`src/rtl/unstripe_pkg.sv`:
```
// Shared types for the 4-lane byte unstriper: lane entry layout, FSM
// states and the alignment-character test used by the deskew logic.
package unstripe_pkg;

    localparam int                LANE_W         = 8;
    localparam int                NUM_LANES      = 4;
    localparam logic [LANE_W-1:0] ALIGN_CHAR_DEF = 8'h7C;   // K28.3

    typedef enum logic {
        SEARCH = 1'b0,
        LOCKED = 1'b1
    } state_t;

    // One decoded lane symbol: control flag plus byte.
    typedef struct packed {
        logic              k;
        logic [LANE_W-1:0] data;
    } lane_entry_t;

    // True when the symbol is the K-coded alignment character.
    function automatic logic is_align(input lane_entry_t       e,
                                      input logic [LANE_W-1:0] align_char);
        return e.k && (e.data == align_char);
    endfunction

endpackage

```
`src/rtl/lane_deskew_fifo.sv`:
```
// Per-lane deskew FIFO. Synchronous write and read, synchronous flush,
// head entry visible combinationally. The controller guarantees it never
// writes a full FIFO or reads an empty one, so no flags are kept here.
module lane_deskew_fifo
    import unstripe_pkg::*;
#(
    parameter int DEPTH = 8
)
(
    input  logic        clk_1G,
    input  logic        rst_1G,
    input  logic        flush,
    input  logic        wr_en,
    input  lane_entry_t wr_entry,
    input  logic        rd_en,
    output lane_entry_t head
);

    localparam int               PTR_W = (DEPTH > 1) ? $clog2(DEPTH) : 1;
    localparam logic [PTR_W-1:0] LAST  = PTR_W'(DEPTH - 1);

    lane_entry_t      mem [DEPTH];
    logic [PTR_W-1:0] wr_ptr;
    logic [PTR_W-1:0] rd_ptr;

    function automatic logic [PTR_W-1:0] next_ptr(input logic [PTR_W-1:0] p);
        return (p == LAST) ? '0 : p + 1'b1;
    endfunction

    // Pointer bookkeeping; flush empties the FIFO by realigning both pointers.
    always_ff @(posedge clk_1G or posedge rst_1G) begin
        if (rst_1G) begin
            wr_ptr <= '0;
            rd_ptr <= '0;
        end else if (flush) begin
            wr_ptr <= '0;
            rd_ptr <= '0;
        end else begin
            if (wr_en) wr_ptr <= next_ptr(wr_ptr);
            if (rd_en) rd_ptr <= next_ptr(rd_ptr);
        end
    end

    // Storage array; contents are don't-care until written, so no reset.
    always_ff @(posedge clk_1G) begin
        if (wr_en && !flush) mem[wr_ptr] <= wr_entry;
    end

    assign head = mem[rd_ptr];

endmodule

```
`src/rtl/byte_unstriping.sv`:
```
// Receive-side 4-lane byte unstriper. Each lane starts filling its deskew
// FIFO at its own alignment character; once all four have started, the
// FIFO heads form aligned columns that are reassembled into 32-bit words
// {lane0, lane1, lane2, lane3}.
// Build option UNSTRIPE_ALIGN_STRIP_EN: when defined, alignment columns are
// consumed silently; otherwise they are emitted as 32'h7C7C7C7C.
//
// Handshake: in_valid qualifies all eight lane inputs together and there is
// no ready; every in_valid cycle is accepted. data_valid qualifies data_out
// for exactly that one cycle.
module byte_unstriping
    import unstripe_pkg::*;
#(
    parameter int                DESKEW_DEPTH = 8,
    parameter logic [LANE_W-1:0] ALIGN_CHAR   = ALIGN_CHAR_DEF
)
(
    input  logic        clk_1G,
    input  logic        rst_1G,
    input  logic        in_valid,
    input  logic [7:0]  data_0L,
    input  logic [7:0]  data_1L,
    input  logic [7:0]  data_2L,
    input  logic [7:0]  data_3L,
    input  logic        k_0L,
    input  logic        k_1L,
    input  logic        k_2L,
    input  logic        k_3L,
    output logic [31:0] data_out,
    output logic        data_valid,
    output logic        aligned,
    output logic        deskew_err,
    output state_t      fsm_state
);

    localparam int               CNT_W      = $clog2(DESKEW_DEPTH + 1);
    localparam logic [CNT_W-1:0] SKEW_LIMIT = CNT_W'(DESKEW_DEPTH);

    state_t               state;
    lane_entry_t          lane_in [NUM_LANES];
    lane_entry_t          head    [NUM_LANES];
    logic [NUM_LANES-1:0] started;
    logic [NUM_LANES-1:0] start_now;
    logic [NUM_LANES-1:0] active;
    logic [NUM_LANES-1:0] lane_wr;
    logic [NUM_LANES-1:0] head_align;
    logic [CNT_W-1:0]     skew_cnt;
    logic [CNT_W-1:0]     skew_cnt_next;
    logic                 all_started;
    logic                 skew_overflow;
    logic                 col_all;
    logic                 lock_err;
    logic                 flush;
    logic                 rd_en;
    logic                 emit_col;
    logic [31:0]          col_word;

    assign lane_in[0] = {k_0L, data_0L};
    assign lane_in[1] = {k_1L, data_1L};
    assign lane_in[2] = {k_2L, data_2L};
    assign lane_in[3] = {k_3L, data_3L};
    assign fsm_state  = state;

    // Lane start detection, skew overflow, head-column classification and FIFO controls.
    always_comb begin
        start_now  = '0;
        head_align = '0;
        lane_wr    = '0;
        for (int i = 0; i < NUM_LANES; i++) begin
            start_now[i]  = (state == SEARCH) && in_valid && !started[i] &&
                            is_align(lane_in[i], ALIGN_CHAR);
            head_align[i] = is_align(head[i], ALIGN_CHAR);
        end
        active        = started | start_now;
        all_started   = &active;
        skew_cnt_next = skew_cnt + 1'b1;
        // The leading lane would hold DESKEW_DEPTH entries after this write.
        skew_overflow = (state == SEARCH) && in_valid && (|active) &&
                        (skew_cnt_next == SKEW_LIMIT) && !all_started;
        col_all       = &head_align;
        lock_err      = (state == LOCKED) && in_valid && (|head_align) && !col_all;
        flush         = skew_overflow | lock_err;
        rd_en         = (state == LOCKED) && in_valid && !lock_err;
        for (int i = 0; i < NUM_LANES; i++) begin
            lane_wr[i] = in_valid && !flush && ((state == LOCKED) || active[i]);
        end
        col_word = {head[0].data, head[1].data, head[2].data, head[3].data};
`ifdef UNSTRIPE_ALIGN_STRIP_EN
        emit_col = !col_all;
`else
        emit_col = 1'b1;
`endif
    end

    for (genvar g = 0; g < NUM_LANES; g++) begin : g_lane
        lane_deskew_fifo #(
            .DEPTH    (DESKEW_DEPTH)
        ) u_fifo (
            .clk_1G   (clk_1G),
            .rst_1G   (rst_1G),
            .flush    (flush),
            .wr_en    (lane_wr[g]),
            .wr_entry (lane_in[g]),
            .rd_en    (rd_en),
            .head     (head[g])
        );
    end

    // SEARCH/LOCKED controller with skew counter and registered outputs.
    always_ff @(posedge clk_1G or posedge rst_1G) begin
        if (rst_1G) begin
            state      <= SEARCH;
            started    <= '0;
            skew_cnt   <= '0;
            aligned    <= 1'b0;
            deskew_err <= 1'b0;
            data_valid <= 1'b0;
            data_out   <= '0;
        end else begin
            deskew_err <= 1'b0;
            data_valid <= 1'b0;
            case (state)
                SEARCH: begin
                    if (in_valid) begin
                        if (all_started) begin
                            // Completion takes priority over a coincident overflow.
                            state    <= LOCKED;
                            aligned  <= 1'b1;
                            started  <= '0;
                            skew_cnt <= '0;
                        end else if (skew_overflow) begin
                            deskew_err <= 1'b1;
                            started    <= '0;
                            skew_cnt   <= '0;
                        end else begin
                            started <= active;
                            if (|active) skew_cnt <= skew_cnt_next;
                        end
                    end
                end
                LOCKED: begin
                    if (in_valid) begin
                        if (lock_err) begin
                            state      <= SEARCH;
                            aligned    <= 1'b0;
                            deskew_err <= 1'b1;
                        end else if (emit_col) begin
                            data_out   <= col_word;
                            data_valid <= 1'b1;
                        end
                    end
                end
                default: begin
                    state   <= SEARCH;
                    aligned <= 1'b0;
                end
            endcase
        end
    end

endmodule

```
`config.mk`:
```
export PLATFORM = sky130hd
export DESIGN_NAME = byte_unstriping
export DESIGN_NICKNAME = d
export VERILOG_FILES = /design/src/rtl/unstripe_pkg.sv /design/src/rtl/lane_deskew_fifo.sv /design/src/rtl/byte_unstriping.sv
export SDC_FILE = /design/constraint.sdc
export NUM_CORES = 1
export LEC_CHECK = 0
export ABC_AREA = 1
export CAP_MARGIN = 20
export CORE_MARGIN = 2
export CORE_UTILIZATION = 30
export CTS_BUF_LIST = sky130_fd_sc_hd__clkbuf_16
export CTS_CLUSTER_SIZE = 14
export DETAILED_ROUTE_END_ITERATION = 16
export GPL_ROUTABILITY_DRIVEN = 0
export GPL_TIMING_DRIVEN = 0
export HOLD_SLACK_MARGIN = 0.03
export PLACE_DENSITY_LB_ADDON = 0.1
export SYNTH_ARGS = -nofsm -noshare
export SYNTH_HDL_FRONTEND = slang
export SYNTH_SLANG_ARGS = --single-unit
```
`constraint.sdc`:
```
create_clock -name clk_1G -period 4.2 [get_ports clk_1G]
set_input_delay 0.42 -clock clk_1G [delete_from_list [all_inputs] [get_ports clk_1G]]
set_output_delay 0.42 -clock clk_1G [all_outputs]
set_load 0.01 [all_outputs]
```
Word level (Yosys, flattened, before mapping)

Memories as Yosys holds them, arrays and structs flattened.
Cells that the tools add are included.

Bits in writable memories: 288
Logic and storage cells: 167
Memories kept: 4
Register bits: 68
Input port bits: 39
Output and inout bits: 36

Memories:

| memory               | depth | width | rd ports | clocked after Yosys merged registers in | write ports | line                   | RTL |
|---|---|---|---|---|---|---|---|
| g_lane[0].u_fifo.mem | 8     | 9     | 1        | 0                                       | 1           | lane_deskew_fifo.sv:22 | `lane_entry_t mem [DEPTH];` |
| g_lane[1].u_fifo.mem | 8     | 9     | 1        | 0                                       | 1           | lane_deskew_fifo.sv:22 |  |
| g_lane[2].u_fifo.mem | 8     | 9     | 1        | 0                                       | 1           | lane_deskew_fifo.sv:22 |  |
| g_lane[3].u_fifo.mem | 8     | 9     | 1        | 0                                       | 1           | lane_deskew_fifo.sv:22 |  |

Bitwise operators: 4
Multiplexer cells: 55
$add $sub $neg: 9
Reduce and logical (&&, ||, !) cells: 59
Equal/unequal tests: 21

Operator list:

| kind                | number |
|---|---|
| $mux 3              | 24 |
| $eq 8x7->1 const B  | 8 |
| $logic_and 1x1->1   | 33 |
| $add 3x1->3 const B | 8 |
| $eq 3x3->1 const B  | 8 |
| $mux 1              | 23 |
| $mux 4              | 5 |
| $reduce_and 4->1    | 3 |
| $reduce_bool 2->1   | 5 |
| $logic_not 1->1     | 8 |
| $reduce_or 4->1     | 2 |
| $ne 2x2->1 const B  | 3 |
| $pmux 1 s2          | 3 |
| $reduce_and 3->1    | 2 |
| $add 4x1->4 const B | 1 |
| $eq 4x4->1 const B  | 1 |
| $logic_or 1x1->1    | 4 |
| $or 4x4->4          | 1 |
| $reduce_bool 3->1   | 1 |
| $ne 2x1->1 const B  | 1 |
| $not 1->1           | 2 |
| $reduce_and 2->1    | 1 |
| $or 1x1->1          | 1 |

Longest topological paths before layout

Gate-level depths: netlist of the first run.

Word-level depth: 16
Depth in mapped cells: 21
Gate-level depth less buffers: 18

By module

Synthesis of the first run repeated with hierarchy kept, for this count alone.

Cells, all modules: 1,744
Area total of the unflattened synthesis: 16,548.4 um^2

By module, submodules not included:

| module                                  | instances | cells an instance | area each (um^2) |
|---|---|---|---|
| lane_deskew_fifo (g_lane[1].u_fifo ...) | 2         | 356               | 3,560.9 |
| lane_deskew_fifo (g_lane[0].u_fifo ...) | 2         | 357               | 3,522.1 |
| byte_unstriping                         | 1         | 318               | 2,382.3 |

Worst setup path before layout of the first run

OpenSTA, ideal clock, no wires.

Path kind: input -> register
Start point: in in_valid
End point: mem g_lane[2].u_fifo.mem[0][0] (netlist bit) (enable)
Stages: 11
Setup slack: 1,507 ps
Data arrival time: 2,319 ps
Cell sequence: buf_2 nand2_1 buf_2 nor3_1 a31oi_1 inv_1 nand4_1 nand2_2 buf_4 nand4_4 nor2_1

Cells in the longest elaborated chain, start to end: 15

RTL lines:

| item                           | line                                          | RTL |
|---|---|---|
| from (decl)                    | byte_unstriping.sv:20                         | `input logic in_valid,` |
| $logic_and 1x1->1              | byte_unstriping.sv:70, byte_unstriping.sv:78  |  |
| $logic_and 1x1->1 (2 in a row) | byte_unstriping.sv:70                         | `start_now[i] = (state == SEARCH) && in_valid && !started[i] &&` |
| $or 4x4->4                     | byte_unstriping.sv:74                         | `active = started \| start_now;` |
| $reduce_or 4->1                | byte_unstriping.sv:78                         | `skew_overflow = (state == SEARCH) && in_valid && (\|active) &&` |
| $logic_and 1x1->1 (2 in a row) | byte_unstriping.sv:78                         |  |
| $logic_and 1x1->1              | byte_unstriping.sv:79                         | `(skew_cnt_next == SKEW_LIMIT) && !all_started;` |
| $or 1x1->1                     | byte_unstriping.sv:82                         | `flush = skew_overflow \| lock_err;` |
| $logic_not 1->1                | lane_deskew_fifo.sv:46, byte_unstriping.sv:85 |  |
| $logic_and 1x1->1 (2 in a row) | byte_unstriping.sv:85                         | `lane_wr[i] = in_valid && !flush && ((state == LOCKED) \|\| active[i]);` |
| $logic_and 1x1->1 *            | lane_deskew_fifo.sv:46                        | `if (wr_en && !flush) mem[wr_ptr] <= wr_entry;` |
| $mux 1 *                       | lane_deskew_fifo.sv:46                        |  |
| $mux 1 (not written as such) * | lane_deskew_fifo.sv:46                        |  |
| to (decl)                      | lane_deskew_fifo.sv:22                        |  |

Every way passes the cells marked *; elsewhere a longest branch is shown, timed or not.

Final worst setup path of the first run

Start point: reg g_lane[3].u_fifo.rd_ptr[1]
End point: mem g_lane[3].u_fifo.mem[0][6] (netlist bit) (enable)

Cells in the longest elaborated chain, start to end: 13

RTL lines:

| item                                                 | line                                          | RTL |
|---|---|---|
| from (decl)                                          | lane_deskew_fifo.sv:24                        | `logic [PTR_W-1:0] rd_ptr;` |
| from (signal assigned)                               | lane_deskew_fifo.sv:40                        | `if (rd_en) rd_ptr <= next_ptr(rd_ptr);` |
| $mem_v2 8x9 *                                        | -                                             |  |
| $eq 8x7->1                                           | unstripe_pkg.sv:23                            | `return e.k && (e.data == align_char);` |
| $logic_and 1x1->1 *                                  | unstripe_pkg.sv:23                            |  |
| $reduce_or 4->1 or $reduce_and 4->1 (tied branches)  | byte_unstriping.sv:81, byte_unstriping.sv:80  |  |
| $logic_and 1x1->1 or $logic_not 1->1 (tied branches) | byte_unstriping.sv:81                         | `lock_err = (state == LOCKED) && in_valid && (\|head_align) && !col_all;` |
| $logic_and 1x1->1 *                                  | byte_unstriping.sv:81                         |  |
| $or 1x1->1 *                                         | byte_unstriping.sv:82                         |  |
| $logic_not 1->1 *                                    | lane_deskew_fifo.sv:46, byte_unstriping.sv:85 |  |
| $logic_and 1x1->1 (2 in a row)                       | byte_unstriping.sv:85                         |  |
| $logic_and 1x1->1 *                                  | lane_deskew_fifo.sv:46                        |  |
| $mux 1 *                                             | lane_deskew_fifo.sv:46                        |  |
| $mux 1 (not written as such) *                       | lane_deskew_fifo.sv:46                        |  |
| to (decl)                                            | lane_deskew_fifo.sv:22                        |  |

Marks and branches as above.

==> flow_summary.toml, run 1 <==
[yosys]
synth_top_area_share_pct = 55.1
synth_fp_nets = 1634
yosys.area.top_type = "edfxtp_1"
yosys_most_used_dff = "edfxtp_1"
synth.most_common_cell = "nand2_1"
synth_async_sr_flop_share_pct = 19.1
synthDistinctLibCells = 33
syn_area_um2 = 15700
netlist_top_cells_count = "511 x nand2_1, 288 x edfxtp_1, 185 x inv_1"
syn_inst = 1577
synth_edf_count = 288
syn_avg_cell_area_um2 = 9.95
synth_warnings = 0
ys_ff_latch = 356
ys_seq_area_share_pct = 66.0
synth.area.top_cells = "edfxtp_1 55%, nand2_1 12%, dfrtp_1 11%"

[cts]
cts_hold_buf = 0
cts_made_buffers = 43
cts_setup_buffers = 0
cts_tree = "done"
htree_levels = 2
cts_max_path_buffers = 3
cts_resized = 0
clkLatencyLatePin_ps = 570
cts.sinks = 356
path_clk_slew_ps = 60
clock-root-buffer = "clkbuf_16"

[run]
maxCapViolCount = 0

[timing]
setup_ws_ps = 212
finClkSkew_ps = 17.1
tightest_slew_ps = 1090
fin_crit_sh_pct = 94.9
holdWs_ps = 122
setup_viol = 0
max_slew_margin_pct = 27.1
drv_slew = 0
rsz0062_at_grt = "true"
hold_viol = 0
max_freq_mhz = 251
min_period_ps = 3990

[die]
die_w_um = 233
core_um2 = 51500
rows = 83
die-area_um2 = 54100
start_util_pct = 30.4
pin_count = 75
die_y_um = 233

[global_route]
grt_pass1_wl_um = 67200
first_global_vias = 10800
antenna_found_initial = 1
grt_usage_pct = 16.6
grt_overflow = 0
grt_max_degree = 61

[route]
drcViolationCount = 0
dr.pass1.iters = 5
post_drt_wl_per_cell_um = 17.8
viasPerCell = 4.46
totalWireLength_um = 43400
ant_nets = 0
drt-initial-drc-count = 836
vias = 10900

[placement]
portBuffers = 73
placed_area_um2 = 17500
post-place-ws_ps = 21.3
hpwl_um = 29100

[critical_path]
crit_chain = "buf_2 > inv_2 > buf_2 > nand2_1 > nand2_1 > nand2_1 > nand2_1 > nand2_1 > nor2_1 > nand3_1 > nor2_1 > nand2_1 > nand3_2 > nand4_1 > nor2_1"
crit_path_end_kind = "flop"
cpPeakStageDelay_ps = 930
timing.critical_path.arrival_ps = 4160
reg2reg_depth = 15
critPathMaxFanout = 10
crit_required_ps = 4370
cpMostUsedCell = "nand2_1"
crit_type = "flop to flop"
critPathLaunchType = "flop"
crit_slowest_cell = "nor2_1"

[final_layout]
diodes = 0
fillerInstances = 5263
fin_area_um2 = 18900
drive_gt1_share_pct = 8.61
fin_nets = 1776
synthToLayoutAreaGrowth_pct = 20.6

[power]
power.leakage_nw = 7.96
p_per_area_nw_per_um2 = 403
peakVddDrop_mv = 0.226

[worst_hold_path]
min_path_type = "input pin to async pin"

[status]
outcome = "complete, no violations"
==> final timing paths <==
kind / to / start / slack (ps)
max: g_lane[3].u_fifo.mem[0][6]$_DFFE_PP_ / g_lane[3].u_fifo.rd_ptr[1]$_DFFE_PP0P_ / 210
min: data_out[17]$_DFFE_PP0P_ / rst_1G / 120
max reg2reg: g_lane[3].u_fifo.mem[0][6]$_DFFE_PP_ / g_lane[3].u_fifo.rd_ptr[1]$_DFFE_PP0P_ / 210
min reg2reg: data_out[10]$_DFFE_PP0P_ / data_out[10]$_DFFE_PP0P_ / 480
max in group asynchronous: data_out[30]$_DFFE_PP0P_ / rst_1G / 3490
min in group clk_1G: g_lane[0].u_fifo.rd_ptr[1]$_DFFE_PP0P_ / in_valid / 380
==> through the flow <==
| stage | utilization, % | TNS (ps) | cells | total power, mW |
|---|---|---|---|---|
| 2_1_floorplan | - | 0 | 1577 | 4.02 |
| 3_3_place_gp | 33.5 | -3440 | 2330 | 4.13 |
| 3_5_place_dp | 34.0 | 0 | 2349 | 4.14 |
| 4_1_cts | 36.6 | 0 | 2428 | 7.74 |
| 5_1_grt | 36.7 | -5350 | 2433 | 7.91 |
| 6_report | 36.7 | 0 | 2433 | 7.62 |
==> final cells by class <==
| cell class | count | area (um^2) | area share, % |
|---|---|---|---|
| multi-input combinational | 960 | 4260 | 22.5 |
| clock buffer | 44 | 1100 | 5.82 |
| buffer | 63 | 349 | 1.85 |
| tap | 680 | 851 | 4.50 |
| inverter | 198 | 746 | 3.94 |
| clock inverter | 35 | 249 | 1.32 |
| sequential | 356 | 10300 | 54.7 |
| timing repair buffer | 97 | 1010 | 5.34 |
==> flip-flops by register name, summed over array words and instances, names as in the netlist <==
signal	flops
data_valid	1
g_lane.u_fifo.rd_ptr	12
fsm_state	1
data_out	32
deskew_err	1
g_lane.u_fifo.mem	288
skew_cnt	4
started	4
g_lane.u_fifo.wr_ptr	12
aligned	1
==> cell families (layout without fill, tap and decap cells) <==
group | after synthesis | after routing | share of synthesized area [%]
simple gates | 843 | 843 | 21.9
flops | 356 | 356 | 66.0
buf+inv | 261 | 437 | 6.96
compound gates | 97 | 97 | 3.57
fa+ha+maj | 18 | 18 | 1.44
xor+xnor | 2 | 2 | 0.112
==> layout by cell type (no fill, tap or decap), types with 3 or more instances in the layout <==
master	n
a21oi_1	4
buf_1	3
buf_2	26
buf_4	15
buf_6	25
bufinv_16	3
clkbuf_1	16
clkbuf_16	44
clkdlybuf4s50_1	73
clkinv_1	16
clkinv_2	6
dfrtp_1	68
edfxtp_1	288
ha_1	18
inv_1	193
inv_2	9
nand2_1	511
nand3_1	152
nand3b_1	6
nand4_1	8
nor2_1	147
nor2_2	9
nor3_1	4
o2111ai_1	12
o211ai_1	6
o21ai_0	45
o21ai_1	22
o22ai_1	4
==> worst max-delay path, delay by kind of cell, from the launching register on <==
family	cells	cell delay (ps)
buffers and inverters	3	790
flip-flops	1	380
AND/OR/NAND/NOR	12	2440
==> power by group <==
group	switching (mW)	internal (mW)	total, mW
clock	1.47	2.08	3.56
sequential	0.0306	3.84	3.87
combinational	0.119	0.0740	0.193
==> routing by layer <==
metal  vias up  part of all wire, %  global-route usage (%)
met5         -                0.023                       0
met4         2                  1.9                    4.20
met3        55                  3.6                    3.16
met2       171                   46                    27.1
met1      5186                   48                    22.8
li1       5443                    -                       -
Power figures use the tool's default switching activity.
==> inputs of run 2 (changes only) <==
--- a/constraint.sdc
+++ b/constraint.sdc
@@ -3,2 +3,2 @@
 set_output_delay 0.42 -clock clk_1G [all_outputs]
-set_load 0.01 [all_outputs]
+set_load 0.05 [all_outputs]
==> results of run 2 <==
Same layout as run 1: the final DEF is identical, and so are final timing and power.
==> RTL edit, RTL diff (flow settings as in run 1) <==
The option `UNSTRIPE_ALIGN_STRIP_EN` is turned on by a define.
--- a/src/rtl/byte_unstriping.sv
+++ b/src/rtl/byte_unstriping.sv
@@ -9,4 +9,6 @@
 // no ready; every in_valid cycle is accepted. data_valid qualifies data_out
 // for exactly that one cycle.
+`define UNSTRIPE_ALIGN_STRIP_EN
+
 module byte_unstriping
     import unstripe_pkg::*;
Function: changed (Yosys sat finds a counterexample within 4 cycles, from zero or initial values and one cycle with rst_1G high).
==> RTL edit against run 1 <==
Synthesized area up 1.1%; sequential cell count unchanged; final area up 0.59%; die area up 1.1%; global-route usage down 0.13 points; routed wire length up 2.5%; critical path depth down 1; worst setup slack worse by 0.0024 ns.
Power is not compared: it rests on default switching activity, and its combinational part moved more than twofold at a synthesized area within 25%.
==> RTL edit: results (changes against run 1) <==
- Fraction of layout cells with a size suffix above 1: 0.0908 (+0.00462)
- PortBufs: 74 (+1.4%)
- Crit-path max cell delay: 0.91 ns (-0.02 ns)
- Hold slack: 0.238 ns (+0.116 ns)
- Post-Synth Adder-Cell Area: 0.0142 (-0.000155)
- Dpl cells: 2364 (+0.64%)
- Initial antenna violation count: 0 (-1)
- HPWL after DPL: 29.5 mm (+1.3%)
- Post-Syn Instances: 1588 (+0.70%)
- Iteration-0 DRC count of the detailed router: 647 (-23%)
- Post-synth net total: 1645 (+0.67%)
- Synth area leaders: edfxtp_1 55%, nand2_1 11%, dfrtp_1 11%
- Source of the critical timing path: g_lane[2].u_fifo.rd_ptr[0]
- Fillers: 5274 (+0.21%)
- Placed cell area: 0.0176 mm² (+0.73%)
- Met3 usage: 0.0285 (-0.00316)
- Vias in the first global route: 10900 (+0.43%)
- Grt met2 use: 0.276 (+0.00487)
- Netlist cell types: 36 (+9.1%)
- First-pass GRT wire length: 67.2 mm (about the same)
- Largest net degree at the start of global routing: 39 (-36%)
- Avg Vias per Cell: 4.51 (+0.98%)
- Outcome: completed
- GRT Overall Usage: 0.165 (-0.00132)
- RR Endpoint: g_lane[1].u_fifo.mem[4][7]
- Met1 Usage GRT: 0.221 (-0.00685)
- Metal2 WL: 21.1 mm (+5.0%)
- Clk_skew: 0.0128 ns (-0.00434 ns)
- Setup WS pre-CTS: 0.00489 ns (-0.0164 ns)
- Post-synthesis compound-gate area fraction: 0.0382 (+0.00253)
- Top Layer Used: met4
- Synth Area in XOR/XNOR: 0.00110 (-0.0000121)
- Routed wl met3: 1.81 mm (+15%)
- M1 WL: 20.6 mm (-1.2%)
- Post-synthesis sequential area ratio: 0.653 (-0.00713)
- Commonest cells post-synth: 467 x nand2_1, 288 x edfxtp_1, 209 x inv_1
- CTS Buf Count: 43 (unchanged)
- Slew headroom: 0.286 (+0.0143)
- Worst R2R Path Depth: 14 (-1)
RTL edit: kinds of logic (layout without fill, tap and decap cells):
family / after synthesis / count (layout)
buffers and inverters: 286 / 461
flip-flops: 356 / 356
XOR/XNOR: 2 / 2
adder cells (fa/ha/maj): 18 / 18
AND/OR/NAND/NOR: 825 / 825
AO/OA/AOI/OAI: 101 / 101
RTL edit: power breakdown:
part | internal [mW] | leakage [nW] | switching [mW] | total [mW]
sequential | 3.93 | 3.49 | 0.138 | 4.07
clock | 1.98 | 0.703 | 1.45 | 3.43
combinational | 0.635 | 3.86 | 1.30 | 1.94
RTL edit: cell type report:
| cell class | count | area (µm²) | share of cell area |
|---|---|---|---|
| well taps | 688 | 861 | 0.0452 |
| inverters | 224 | 843 | 0.0443 |
| flip-flops and latches | 356 | 10300 | 0.544 |
| multi-input cells | 946 | 4350 | 0.228 |
| clock buffers | 45 | 1130 | 0.0592 |
| clock inverters | 34 | 168 | 0.00881 |
| plain buffers | 62 | 350 | 0.0184 |
| repair buffers | 96 | 986 | 0.0518 |
RTL edit: worst max-delay path by stage:
| stage | endpoint | slack (ns) | cells after the start |
|---|---|---|---|
| 2_1_floorplan | g_lane[3].u_fifo.mem[0][0] | 1.52 | 17 |
| 3_3_place_gp | g_lane[2].u_fifo.mem[3][4] | -0.18 | 10 |
| 3_5_place_dp | g_lane[0].u_fifo.mem[6][8] | 0.005 | 9 |
| 4_1_cts | g_lane[0].u_fifo.mem[6][0] | 0.07 | 14 |
| 5_1_grt | g_lane[1].u_fifo.mem[1][7] | -0.17 | 14 |
| 6_report | g_lane[1].u_fifo.mem[4][7] | 0.21 | 14 |
RTL edit: what timing repair did:
item                                    4_1_cts  5_1_grt
endpoints found under the setup margin        0      133
endpoints found under the hold margin         0        0
setup buffers                                 0        0
gates resized for setup                       0       13
